`config.mk`:
```
export PLATFORM = sky130hd
export DESIGN_NAME = ex313_result_collector
export DESIGN_NICKNAME = d
export VERILOG_FILES = /design/src/rtl/ex313_result_collector.sv
export SDC_FILE = /design/constraint.sdc
export NUM_CORES = 1
export LEC_CHECK = 0
export BUFFER_PORTS_ARGS = -buffer_cell sky130_fd_sc_hd__buf_2
export CAP_MARGIN = 30
export CORE_ASPECT_RATIO = 2
export CORE_UTILIZATION = 25
export CTS_CLUSTER_DIAMETER = 200
export CTS_CLUSTER_SIZE = 12
export DETAILED_ROUTE_END_ITERATION = 10
export GPL_TIMING_DRIVEN = 0
export SETUP_SLACK_MARGIN = 0.5
export SLEW_MARGIN = 10
export SYNTH_ARGS = -nofsm -noshare
export SYNTH_HDL_FRONTEND = slang
export SYNTH_SLANG_ARGS = --single-unit
```
`constraint.sdc`:
```
create_clock -name clk -period 3.5 [get_ports clk]
set_input_delay 0.175 -clock clk [delete_from_list [all_inputs] [get_ports clk]]
set_output_delay 0.175 -clock clk [all_outputs]
set_load 0.1 [all_outputs]
```
`src/rtl/ex313_result_collector.sv`:
```
// Result collector for the multiply-add pipeline: tags real issues, captures g into a show-ahead FIFO.
// Optional running sum of accepted results is built when EX313_COLLECT_ACC_EN is defined.
module ex313_result_collector #(
  parameter int LATENCY = 4,
  parameter int DEPTH   = 4
) (
  input  logic                       clk,
  input  logic                       reset,
  input  logic                       in_valid,
  input  logic [15:0]                g,
  input  logic                       flush,
  output logic                       out_valid,
  input  logic                       out_ready,
  output logic [15:0]                out_data,
  output logic [$clog2(DEPTH):0]     count,
  output logic                       overflow,
  output logic [23:0]                acc
);
  localparam int AW = $clog2(DEPTH);
  localparam logic [AW:0] C_FULL = (AW+1)'(DEPTH);

  logic [LATENCY-1:0] r_vtag;
  logic [15:0]        r_mem [DEPTH];
  logic [AW-1:0]      r_wr_ptr, r_rd_ptr;
  logic [AW:0]        r_count;
  logic               r_overflow;

  logic w_push_req, w_pop, w_full, w_push;

  assign w_push_req = r_vtag[LATENCY-1];
  assign w_full     = (r_count == C_FULL);
  assign w_pop      = out_valid & out_ready;
  // A pop on a full FIFO frees the slot the incoming result lands in.
  assign w_push     = w_push_req & (~w_full | w_pop);

  assign out_valid  = (r_count != '0);
  assign out_data   = r_mem[r_rd_ptr];
  assign count      = r_count;
  assign overflow   = r_overflow;

  always_ff @(posedge clk or negedge reset) begin
    if (!reset) begin
      r_vtag <= '0;
    end else if (flush) begin
      r_vtag <= '0;
    end else begin
      r_vtag[0] <= in_valid;
      for (int i = 1; i < LATENCY; i++) r_vtag[i] <= r_vtag[i-1];
    end
  end

  // Storage is not reset; out_valid masks whatever it holds.
  always_ff @(posedge clk) begin
    if (w_push && !flush) r_mem[r_wr_ptr] <= g;
  end

  always_ff @(posedge clk or negedge reset) begin
    if (!reset) begin
      r_wr_ptr   <= '0;
      r_rd_ptr   <= '0;
      r_count    <= '0;
      r_overflow <= 1'b0;
    end else if (flush) begin
      r_wr_ptr   <= '0;
      r_rd_ptr   <= '0;
      r_count    <= '0;
      r_overflow <= 1'b0;
    end else begin
      if (w_push) r_wr_ptr <= r_wr_ptr + AW'(1);
      if (w_pop)  r_rd_ptr <= r_rd_ptr + AW'(1);
      case ({w_push, w_pop})
        2'b10:   r_count <= r_count + (AW+1)'(1);
        2'b01:   r_count <= r_count - (AW+1)'(1);
        default: r_count <= r_count;
      endcase
      if (w_push_req && !w_push) r_overflow <= 1'b1;
    end
  end

`ifdef EX313_COLLECT_ACC_EN
  logic [23:0] r_acc;
  always_ff @(posedge clk or negedge reset) begin
    if (!reset)      r_acc <= '0;
    else if (flush)  r_acc <= '0;
    else if (w_push) r_acc <= r_acc + {8'h00, g};
  end
  assign acc = r_acc;
`else
  assign acc = '0;
`endif

endmodule
```
# After elaboration in Yosys (flattened, before gate mapping)

Memory sizes are Yosys's and may differ from the RTL's.
Cells that the tools add are included.

Muxes and demuxes: 11
Bitwise gates (word level): 4
Equal/unequal tests: 3
Reductions and logical operators: 9
Add/subtract/negate cells: 4

Operators by type and width:

| cell                                                 | count |
|---|---|
| two-way mux 2 bit                                    | 4 |
| case mux 3 bit (2 select lines)                      | 1 |
| nonzero test 2 bit                                   | 3 |
| nonzero test 3 bit                                   | 2 |
| adder 2 x 1 -> 2 bit (second input constant)         | 2 |
| two-way mux 1 bit                                    | 4 |
| two-way mux 4 bit                                    | 1 |
| adder 3 x 1 -> 3 bit (second input constant)         | 1 |
| equality test 3 bit (second input constant)          | 1 |
| two-way mux 3 bit                                    | 1 |
| subtractor 3 x 1 -> 3 bit (second input constant)    | 1 |
| bitwise AND 1 bit                                    | 2 |
| equality test 2 x 1 -> 1 bit (second input constant) | 1 |
| equality test 2 bit (second input constant)          | 1 |
| logical AND 1 bit                                    | 2 |
| zero test 1 bit                                      | 2 |
| inverter 1 bit                                       | 1 |
| OR 1 bit                                             | 1 |

Memories: 1
Register bits after elaboration: 12
Memory bits (writable): 64
Output and inout port bits: 45

Memories:

| name  | depth | width | read ports | clocked after Yosys merged registers in | wr ports | RTL line | text |
|---|---|---|---|---|---|---|---|
| r_mem | 4     | 16    | 1          | 0                                       | 1        | 23       | `logic [15:0] r_mem [DEPTH];` |

# Depth between registers and ports, before layout

Depth in word-level cells: 8
Gate-level depth with buffers: 8

# Least setup slack after synthesis

No wires, ideal clock.

Kind: register -> register
Start: reg r_count[2] (netlist: count[2])
End: reg r_count[2] (netlist: count[2])
Clock period less this slack: 3.237 ns
Arrival: 3.158 ns
Required time: 3.421 ns
Setup time: 0.079 ns
Setup slack: 0.263 ns
Stages on the path, launching flop included: 8
Cell sequence: dfrtp_1 buf_6 or3_1 and2_1 fa_1 or3_1 a21o_1 a21oi_1

Cells in the longest elaborated chain, start to end: 7

RTL lines:

| item                                                                       | RTL line | text |
|---|---|---|
| from (decl)                                                                | 25       | `logic [AW:0] r_count;` |
| from (signal assigned)                                                     | 72       | `2'b10: r_count <= r_count + (AW+1)'(1);` |
| from (signal assigned)                                                     | 73       | `2'b01: r_count <= r_count - (AW+1)'(1);` |
| from (signal assigned)                                                     | 74       | `default: r_count <= r_count;` |
| nonzero test 3 bit (*)                                                     | 36       | `assign out_valid = (r_count != '0);` |
| named net out_valid                                                        | 12       | `output logic out_valid,` |
| bitwise AND 1 bit (*)                                                      | 32       | `assign w_pop = out_valid & out_ready;` |
| OR 1 bit                                                                   | 34       | `assign w_push = w_push_req & (~w_full \| w_pop);` |
| bitwise AND 1 bit                                                          | 34       |  |
| equality test 2 x 1 -> 1 bit / equality test 2 bit (equally long branches) | 71       | `case ({w_push, w_pop})` |
| case mux 3 bit (2 select lines)                                            | 71       |  |
| two-way mux 3 bit                                                          | 63       | `end else if (flush) begin` |

Mark *: on every way through the listed nets, which the timed path passes. The rest lies on a longest branch.
A chain may end at the register's enable or synchronous reset.

# Worst setup path in the final report

Start: reg r_count[0] (netlist: count[0])
End: reg r_count[2] (netlist: count[2])

Cells in the longest elaborated chain, start to end: 7

RTL lines:

| item                                                                       | RTL line |
|---|---|
| nonzero test 3 bit / equality test 3 bit (equally long branches)           | 36, 31 |
| bitwise AND 1 bit / inverter 1 bit (equally long branches)                 | 32, 34 |
| OR 1 bit                                                                   | 34 |
| bitwise AND 1 bit                                                          | 34 |
| equality test 2 x 1 -> 1 bit / equality test 2 bit (equally long branches) | 71 |
| case mux 3 bit (2 select lines)                                            | 71 |
| two-way mux 3 bit                                                          | 63 |

Parallel ways exist; a longest one is shown, timed or not.

==> run summary <==
Status = complete, no violations
Initial Utilization = 25.6%
Total clock sinks = 76
Avg Inst Size Synth = 17.6 um2
Pre-Repair DR Iteration Count = 4
WS Path Type = flop to flop
Crit Path Max Fanout = 10
Share of the yosys chip area belonging to registers = 69.3%
CP arrival = 2.57 ns
Via Count = 1,681
Max VDD drop = 0.303 mV
Max clock buf depth = 2
Die X = 82.1 um
Final-report hold violation count = 0
Avg Vias per Cell = 4.06
Residual DRC count = 0
Die area = 13,300 um2
Leak pwr = 0.00153 uW
Largest net degree at the start of global routing = 17
Nets = 285
Gr usage total = 10.3%
Die height = 162 um
Total CTS buffers = 9
Diode count = 0
Mapped Area = 3210 um2
Distinct cell type count after synthesis = 32
Synth Instances = 182
Slew of the pin with the lowest slew margin = 0.938 ns
Worst setup path start = count[0]$_DFFE_PN0P_
PD cells = 547 nW/um2
Hold Path Class = input pin to flop
Final wirelength = 6110 um
Row count = 58
Fin crit share = 66.6%
Worst Path Required = 3.74 ns
Clock latency on the worst-skew pair = 0.33 ns
Per-cell routed wire length = 14.7 um
Initial antenna violation count = 0
Grt ovf = 0
Max Clk Rate = 0.429 GHz
Max Slew Vio Count = 0
Synth warn = 0
Seq cells post-synth = 76
Post-CTS Setup Bufs = 0
H-tree depth = 3
CP Capture Type = flop
Placer Congestion = 0.728
Post-DP HPWL = 4180 um
Worst hold slack = 0.0423 ns
Clk slew on worst S/H paths = 0.05 ns
CTS tree = done
Area grow syn2layout = 24.6%
CTS root buffer = clkbuf_16
Antenna viol nets, final = 0
Critical Path Start Type = flop
Setup TNS = 0 ns
I/O pin count = 66
Core ar. = 12,600 um2
Hold_sp = flush
Crit Reg-Reg Startpoint = count[0]$_DFFE_PN0P_
First-pass GRT wire length = 9420 um
# fillers = 1,246
Max-cap viol count = 0
RSZ-0062 raised after global routing = false
Fin cells = 414
Tot Pwr = 2190 uW
Slew headroom = 37.5%
Share of layout cells above drive strength 1 = 39.8%
Cells after DPL = 396
Post-layout min period = 2.33 ns
Vias in the first global route = 1,742
Buffers on Ports = 41
Detailed Route Iter0 Violations = 35
Final setup fails = 0
Clock Skew = 0.00543 ns
cells in the final DEF (no fill, tap or decap), types with 2 or more instances in the layout:
cell	instances
ha_1	4
nand2_1	5
or3_1	2
xor2_1	3
conb_1	24
edfxtp_1	64
dfrtp_1	11
o21ai_0	2
nand2b_1	2
nor2_1	7
buf_2	46
xnor2_1	2
nand3_1	2
buf_6	2
and2_1	5
nor2b_1	5
buf_4	24
inv_1	2
clkbuf_16	9
clkbuf_1	4
mux4_2	16
a21oi_1	4
registers in the layout, summed over array words and instances, names as in the netlist:
name and flops:
r_mem 64, overflow 1, r_wr_ptr 2, count 3, r_vtag 4, r_rd_ptr 2
critical path, stage by stage (launching register included):
cell and delay [ns]:
dfrtp_1 0.50, or3_4 0.46, and2_1 0.16, fa_1 0.43, or3_1 0.39, a21o_1 0.16, a21oi_1 0.15
synthesized netlist by cell type:
library cell,number,area share [%]
conb_1,1,0.12
xnor2_1,2,0.55
buf_1,1,0.12
buf_4,24,5.6
a32oi_1,1,0.27
or3_1,3,0.59
buf_2,5,0.78
o21ai_1,1,0.16
dfrtp_1,12,9.4
and2_1,5,0.98
mux2i_1,1,0.31
a221oi_2,1,0.47
mux4_2,16,11
fa_1,1,0.62
nor2b_1,5,0.98
a21o_1,1,0.23
o21ai_0,2,0.31
a21oi_1,4,0.62
ha_1,4,1.6
nor3b_1,1,0.23
nand3_1,2,0.31
o2111ai_1,1,0.27
or2_2,1,0.20
inv_1,2,0.23
o22ai_1,1,0.20
xor2_1,3,0.82
nand2b_1,2,0.39
buf_6,2,0.70
nand2_1,5,0.59
nor2_1,7,0.82
nor4b_2,1,0.47
edfxtp_1,64,60
final timing paths:
check	to	slack [ns]	cells past startpoint
worst max-delay path	count[2]$_DFFE_PN0P_	1.17	6
worst min-delay path	r_vtag[0]$_DFF_PN0_	0.04	2
worst max register to register	count[2]$_DFFE_PN0P_	1.17	6
worst min register to register	r_vtag[2]$_DFF_PN0_	0.48	1
max in group asynchronous	count[2]$_DFFE_PN0P_	2.98	2
min in group asynchronous	overflow$_DFFE_PN0P_	0.28	2
power breakdown:
| part | total (uW) | switching, uW | leakage (uW) | internal [uW] |
|---|---|---|---|---|
| logic | 320 | 253 | 0.000655 | 67.5 |
| registers | 992 | 4.45 | 0.000738 | 988 |
| clock network | 873 | 324 | 0.000135 | 549 |
routing by layer:
layer	wire (um)	global-route usage, %	share of wire [%]	up-vias
li1	-	-	-	796
met2	3510	19.0	58	52
met3	308	2.87	5.0	10
met5	0	0	0	-
met1	2160	10.2	35	823
met4	120	4.55	2.0	0
layout make-up:
| class | count | area (um2) | share of cell area (%) |
|---|---|---|---|
| multi-input combinational | 95 | 838 | 21.0 |
| tap | 150 | 188 | 4.69 |
| buffer | 32 | 231 | 5.79 |
| clock buffer | 13 | 240 | 6.01 |
| timing repair buffer | 43 | 230 | 5.76 |
| sequential | 76 | 2220 | 55.6 |
| inverter | 2 | 7.51 | 0.188 |
| clock inverter | 3 | 38.8 | 0.970 |
cells by family after synthesis:
group / after synthesis / synth area share, %
DFF: 76 / 69.3
adders and majority gates: 5 / 2.18
muxes: 17 / 11.5
xor gates and xnor gates: 5 / 1.37
buffers and inverters: 34 / 7.45
other: 1 / 0.117
and+or+nand+nor: 32 / 5.54
AOI/OAI and AO/OA: 12 / 2.54
stage by stage:
stage               util (%)  setup WS [ns]  area, um2
finish                  31.8           1.17       4000
global route            31.8          0.941       4000
CTS                     31.7           1.17       3980
detailed placement      29.4           1.17       3690
global placement        29.4           1.24       3690
floorplan                  -          0.633       3300
timing repair:
action	CTS	global route
setup endpoints to repair	0	0
endpoints found under the hold margin	12	0
hold buffers	1	0
gates resized for setup	0	0
(Power assumes the default switching activity.)
